--- config.mk ---
export PLATFORM = sky130hd
export DESIGN_NAME = regfile_fwd_flat
export DESIGN_NICKNAME = d
export VERILOG_FILES = /design/src/rtl/regfile_fwd_if.sv /design/src/rtl/regfile_fwd.sv /design/src/flat_wrapper.sv
export SDC_FILE = /design/constraint.sdc
export NUM_CORES = 2
export LEC_CHECK = 0
export ABC_AREA = 0
export CAP_MARGIN = 30
export CORE_UTILIZATION = 42
export DETAILED_ROUTE_END_ITERATION = 6
export GPL_ROUTABILITY_DRIVEN = 0
export PLACE_DENSITY = 0.64
export SYNTH_ARGS = -nofsm -noshare
export SYNTH_HDL_FRONTEND = slang
export SYNTH_SLANG_ARGS = --single-unit
--- constraint.sdc ---
create_clock -name clk -period 54.6 [get_ports clk]
set_input_delay 8.19 -clock clk [delete_from_list [all_inputs] [get_ports clk]]
set_output_delay 8.19 -clock clk [all_outputs]
set_load 0.01 [all_outputs]
--- src/rtl/regfile_fwd_if.sv ---
// Register-file bus: WB write port, EX/MEM forwarding sources, two read ports
// and the load-use stall request. The pipeline drives it as master; the
// register file is the slave.
interface regfile_fwd_if #(
    parameter int DATA_W = 32,
    parameter int ADDR_W = 5
) ();
    logic              we;
    logic [ADDR_W-1:0] waddr;
    logic [DATA_W-1:0] wdata;
    logic              ex_we;
    logic [ADDR_W-1:0] ex_waddr;
    logic [DATA_W-1:0] ex_wdata;
    logic              ex_is_load;
    logic              mem_we;
    logic [ADDR_W-1:0] mem_waddr;
    logic [DATA_W-1:0] mem_wdata;
    logic              re1;
    logic [ADDR_W-1:0] raddr1;
    logic              re2;
    logic [ADDR_W-1:0] raddr2;
    logic [DATA_W-1:0] rdata1;
    logic [DATA_W-1:0] rdata2;
    logic              stallreq;

    modport master (
        output we, waddr, wdata,
        output ex_we, ex_waddr, ex_wdata, ex_is_load,
        output mem_we, mem_waddr, mem_wdata,
        output re1, raddr1, re2, raddr2,
        input  rdata1, rdata2, stallreq
    );

    modport slave (
        input  we, waddr, wdata,
        input  ex_we, ex_waddr, ex_wdata, ex_is_load,
        input  mem_we, mem_waddr, mem_wdata,
        input  re1, raddr1, re2, raddr2,
        output rdata1, rdata2, stallreq
    );
endinterface

--- src/rtl/regfile_fwd.sv ---
// 32x32 register file with EX > MEM > WB forwarding on both read ports and a
// load-use stall request. Register 0 is hardwired to zero.
module regfile_fwd #(
    parameter int DATA_W = 32,
    parameter int ADDR_W = 5
) (
    input  logic         clk,
    input  logic         rst,
    regfile_fwd_if.slave bus
);
    localparam int DEPTH = 2 ** ADDR_W;

    logic [DATA_W-1:0] regs [DEPTH];

    // Youngest matching in-flight result wins; r0 and disabled ports read zero.
    function automatic logic [DATA_W-1:0] operand(input logic              re,
                                                  input logic [ADDR_W-1:0] raddr);
        logic [DATA_W-1:0] val;
        val = '0;
        if (!re || raddr == '0)
            val = '0;
        else if (bus.ex_we && bus.ex_waddr == raddr)
            val = bus.ex_wdata;
        else if (bus.mem_we && bus.mem_waddr == raddr)
            val = bus.mem_wdata;
        else if (bus.we && bus.waddr == raddr)
            val = bus.wdata;
        else
            val = regs[raddr];
        return val;
    endfunction

    // Storage: async clear, WB write on the rising edge, r0 never written.
    always_ff @(posedge clk or posedge rst) begin
        if (rst) begin
            for (int i = 0; i < DEPTH; i++)
                regs[i] <= '0;
        end else if (bus.we && bus.waddr != '0) begin
            regs[bus.waddr] <= bus.wdata;
        end
    end

    // Operand mux and stall detect; everything is forced quiet while in reset
    // so forwarding sources cannot leak through before the pipeline restarts.
    always_comb begin
        bus.rdata1   = '0;
        bus.rdata2   = '0;
        bus.stallreq = 1'b0;
        if (!rst) begin
            bus.rdata1   = operand(bus.re1, bus.raddr1);
            bus.rdata2   = operand(bus.re2, bus.raddr2);
            bus.stallreq = bus.ex_is_load && bus.ex_we && (bus.ex_waddr != '0) &&
                           ((bus.re1 && bus.raddr1 == bus.ex_waddr) ||
                            (bus.re2 && bus.raddr2 == bus.ex_waddr));
        end
    end
endmodule

--- src/flat_wrapper.sv ---
// flat-port wrapper written by rule: the top's interface ports become plain ports
module regfile_fwd_flat 
#(
    parameter int DATA_W = 32,
    parameter int ADDR_W = 5
)
  (clk, rst, bus_we, bus_waddr, bus_wdata, bus_ex_we, bus_ex_waddr, bus_ex_wdata, bus_ex_is_load, bus_mem_we, bus_mem_waddr, bus_mem_wdata, bus_re1, bus_raddr1, bus_re2, bus_raddr2, bus_rdata1, bus_rdata2, bus_stallreq);
  regfile_fwd_if #(.DATA_W(DATA_W), .ADDR_W(ADDR_W)) bus_i ();
  input  logic clk;
  input  logic rst;
  input wire logic [$bits(bus_i.we)-1:0] bus_we;
  input wire logic [$bits(bus_i.waddr)-1:0] bus_waddr;
  input wire logic [$bits(bus_i.wdata)-1:0] bus_wdata;
  input wire logic [$bits(bus_i.ex_we)-1:0] bus_ex_we;
  input wire logic [$bits(bus_i.ex_waddr)-1:0] bus_ex_waddr;
  input wire logic [$bits(bus_i.ex_wdata)-1:0] bus_ex_wdata;
  input wire logic [$bits(bus_i.ex_is_load)-1:0] bus_ex_is_load;
  input wire logic [$bits(bus_i.mem_we)-1:0] bus_mem_we;
  input wire logic [$bits(bus_i.mem_waddr)-1:0] bus_mem_waddr;
  input wire logic [$bits(bus_i.mem_wdata)-1:0] bus_mem_wdata;
  input wire logic [$bits(bus_i.re1)-1:0] bus_re1;
  input wire logic [$bits(bus_i.raddr1)-1:0] bus_raddr1;
  input wire logic [$bits(bus_i.re2)-1:0] bus_re2;
  input wire logic [$bits(bus_i.raddr2)-1:0] bus_raddr2;
  output wire logic [$bits(bus_i.rdata1)-1:0] bus_rdata1;
  output wire logic [$bits(bus_i.rdata2)-1:0] bus_rdata2;
  output wire logic [$bits(bus_i.stallreq)-1:0] bus_stallreq;
  assign bus_i.we = bus_we;
  assign bus_i.waddr = bus_waddr;
  assign bus_i.wdata = bus_wdata;
  assign bus_i.ex_we = bus_ex_we;
  assign bus_i.ex_waddr = bus_ex_waddr;
  assign bus_i.ex_wdata = bus_ex_wdata;
  assign bus_i.ex_is_load = bus_ex_is_load;
  assign bus_i.mem_we = bus_mem_we;
  assign bus_i.mem_waddr = bus_mem_waddr;
  assign bus_i.mem_wdata = bus_mem_wdata;
  assign bus_i.re1 = bus_re1;
  assign bus_i.raddr1 = bus_raddr1;
  assign bus_i.re2 = bus_re2;
  assign bus_i.raddr2 = bus_raddr2;
  assign bus_rdata1 = bus_i.rdata1;
  assign bus_rdata2 = bus_i.rdata2;
  assign bus_stallreq = bus_i.stallreq;
  regfile_fwd #(.DATA_W(DATA_W), .ADDR_W(ADDR_W)) u_core (.clk(clk), .rst(rst), .bus(bus_i));
endmodule
==> impl_metrics.tcl <==
set metrics [dict create \
    power_density_nw_per_um2 35.1 \
    firstDrtPassIters 7 \
    clock_path_buffers 3 \
    crit_fanout 84 \
    clock_latency_ns 0.72 \
    finish.instance_area_sq_um 64300 \
    min_path_type "reg -> reg" \
    synth_nets 4028 \
    leakagePower_nw 27.1 \
    grt_max_degree 160 \
    max_stage_delay_ns 0.86 \
    num_vias 38000 \
    core-area_sq_um 134000 \
    pin_count 194 \
    max_freq_ghz 0.0473 \
    fp.dieW_microns 370 \
    netlist_instances 3899 \
    area_delta_synth_final_pct 13.1 \
    start_util 0.425 \
    die_area_sq_um 137000 \
    max_cap_viol_count 0 \
    finalSetupTns_ns 0 \
    io_buffers 193 \
    wl_per_cell_microns 33.2 \
    ys_seq_elements 1024 \
    fin_crit_ns 21.13 \
    regArea_sq_um 25600 \
    cts_tree "done" \
    grt_use_total 0.279 \
    drive_above_1_share 0.490 \
    first_global_vias 38600 \
    startpoint_type "primary input" \
    grt_setup_unrepaired "false" \
    crit_type "in -> out" \
    fin_worst_skew_ns 0 \
    grt_use_met2 0.421 \
    largest_reg_flops 1024 \
    dp.cells 5533 \
    synth.largest_area_cell "dfrtp_1" \
    post_cts_buffers 0 \
    place_area_sq_um 60500 \
    critPathRequiredTime_ns 46.41 \
    fin_crit_sh 0.387 \
    drt_wl_total_mm 191 \
    vias_per_cell 6.60 \
    die_h_microns 370 \
    worstPathCellList "buf_8 > buf_12 > buf_4 > mux4_2 > mux2i_1 > nand2_1 > o2111a_1 > nand2_1 > a311oi_1 > clkdlybuf4s50_1" \
    ys_warn_count 0 \
    worst_pin_slew_ns 1.04 \
    h-tree-depth 3 \
    fin_cells 5746 \
    synth_cell_types 55 \
    busiest_layer "met2" \
    yosys-top-cells-area "dfrtp_1, mux2_2, mux4_2" \
    antenna_found_initial 14 \
    synthFlopType "dfrtp_1" \
    cp-end-kind "primary output" \
    yosysSeqAreaShare 0.451 \
    maxSlewHeadroom 0.301 \
    netlist_area_sq_um 56800 \
    avgSynthCellArea_sq_um 14.6 \
    cts_made_buffers 111 \
    violations "design-rule violations" \
    grt_pass1_wl_mm 277 \
    slew_violations 0 \
    postCtsResizedCells 0 \
    outcome "complete, but fails checks" \
    vdd_drop_max_uv 29.9 \
    arrival_ns 12.94 \
    top_register "u_core.regs" \
    synth_top_area_share 0.451 \
    drcViolationCount 3 \
    hold_viol 0 \
    grt_use_met1 0.391 \
    cts_root_buf "clkbuf_16" \
    layout.nets 4008 \
    multiInputGateArea_sq_um 29400 \
    synth_edf_count 0 \
    ctsHoldBuffers 0 \
    grt_overflow_total 0 \
    grt.met3_usage 0.0700 \
    first_iter_violations 4170 \
    async_flop_share 1.00 \
    top_regs "u_core.regs (1024)" \
    fin_hold_ws_ns 0.395 \
    drtAntennaViolNets 0 \
    finalSetupViolations 0 \
    fill_cells 11500 \
    hpwl_mm 109 \
    cpMaxStageDelayCell "buf_4" \
    clkSinkCount 1024 \
    crit_top_cell "nand2_1" \
    rows 134 \
    clkTransAtPathRegs_ns 0.05 \
]
-- cells in the mapped netlist, types with 26 or more instances --
library cell	n
clkbuf_1	239
o211a_1	31
buf_1	58
nor2_1	99
a21oi_1	50
dfrtp_1	1024
a22oi_1	71
a2111oi_0	26
nand2_1	158
buf_2	103
buf_4	33
mux2i_1	93
o22ai_1	33
o21ai_0	31
mux2_2	1055
mux4_2	508
a221oi_1	26
o211ai_1	45
-- metal layers --
layer	vias to the layer above	share of wire
li1	15100	-
met1	20600	0.42
met2	1838	0.45
met3	365	0.092
met4	14	0.038
met5	-	0.00041
-- cells by family (layout without fill, tap and decap cells) --
family | after synthesis | after routing | synth area share
multiplexers | 1659 | 1659 | 0.428
flip-flops | 1024 | 1024 | 0.451
buffers and inverters | 454 | 528 | 0.0367
AO/OA/AOI/OAI | 376 | 376 | 0.0508
AND/OR/NAND/NOR | 356 | 356 | 0.0285
XOR/XNOR | 30 | 30 | 0.00463
other | 0 | 5 | 0
-- report_power, final --
part	internal [mW]	switching, mW	leakage, nW	total, mW
Sequential	0.904	0.103	13.1	1.01
Combinational	0.287	0.188	12.2	0.475
Clock	0.445	0.326	1.84	0.771
Total	1.64	0.617	27.1	2.25
-- cell type report --
type,count,share of cell area
multi-input cells,2421,0.457
flip-flops and latches,1024,0.399
clock buffers,168,0.0514
repair buffers,318,0.0513
well taps,1768,0.0344
clock inverters,39,0.00644
inverters,3,0.000292
diodes,5,0.000195
-- worst paths after layout --
| check | startpoint | to | slack, ns | cells after the start |
|---|---|---|---|---|
| worst min-delay path | u_core.regs[1005] | u_core.regs[1005] | 0.39 | 0 |
| max in group asynchronous | rst | u_core.regs[739] | 44.38 | 4 |
| worst max-delay path | bus_raddr2[0] | bus_rdata2[30] | 33.47 | 10 |
| worst max register to register | u_core.regs[446] | u_core.regs[446] | 53.80 | 1 |
| worst min register to register | u_core.regs[1005] | u_core.regs[1005] | 0.39 | 0 |
| min in group asynchronous | rst | u_core.regs[214] | 7.94 | 2 |
-- metrics by stage --
stage / total power [mW] / setup WS [ns] / util
finish: 2.25 / 33.47 / 0.480
global route: 2.34 / 33.23 / 0.480
CTS: 2.26 / 33.56 / 0.480
detailed placement: 1.49 / 33.56 / 0.452
global placement: 1.47 / 33.55 / 0.449
floorplan: 1.35 / 10.60 / -
-- placed cells by master (no fill, tap or decap), types with 22 or more instances in the layout --
master	Yosys	final
mux2_2	1055	1055
dfrtp_1	1024	1024
mux4_2	508	508
clkdlybuf4s50_1	0	183
nand2_1	158	141
clkbuf_16	0	112
buf_4	33	103
mux2i_1	93	93
nor2_1	99	80
a22oi_1	71	71
a21oi_1	50	50
o211ai_1	45	45
o22ai_1	33	32
o211a_1	31	31
o21ai_0	31	31
clkbuf_8	0	29
clkbuf_1	239	27
a221oi_1	26	26
a2111oi_0	26	25
nor3b_1	25	23
clkinv_2	0	23
xnor2_1	22	22
-- worst max-delay path, delay by kind of cell --
kind | cells | cell delay [ns]
simple gates | 2 | 0.16
compound gates | 2 | 1.00
buf+inv | 4 | 2.84
mux | 2 | 0.44
Power figures use the tool's default switching activity.
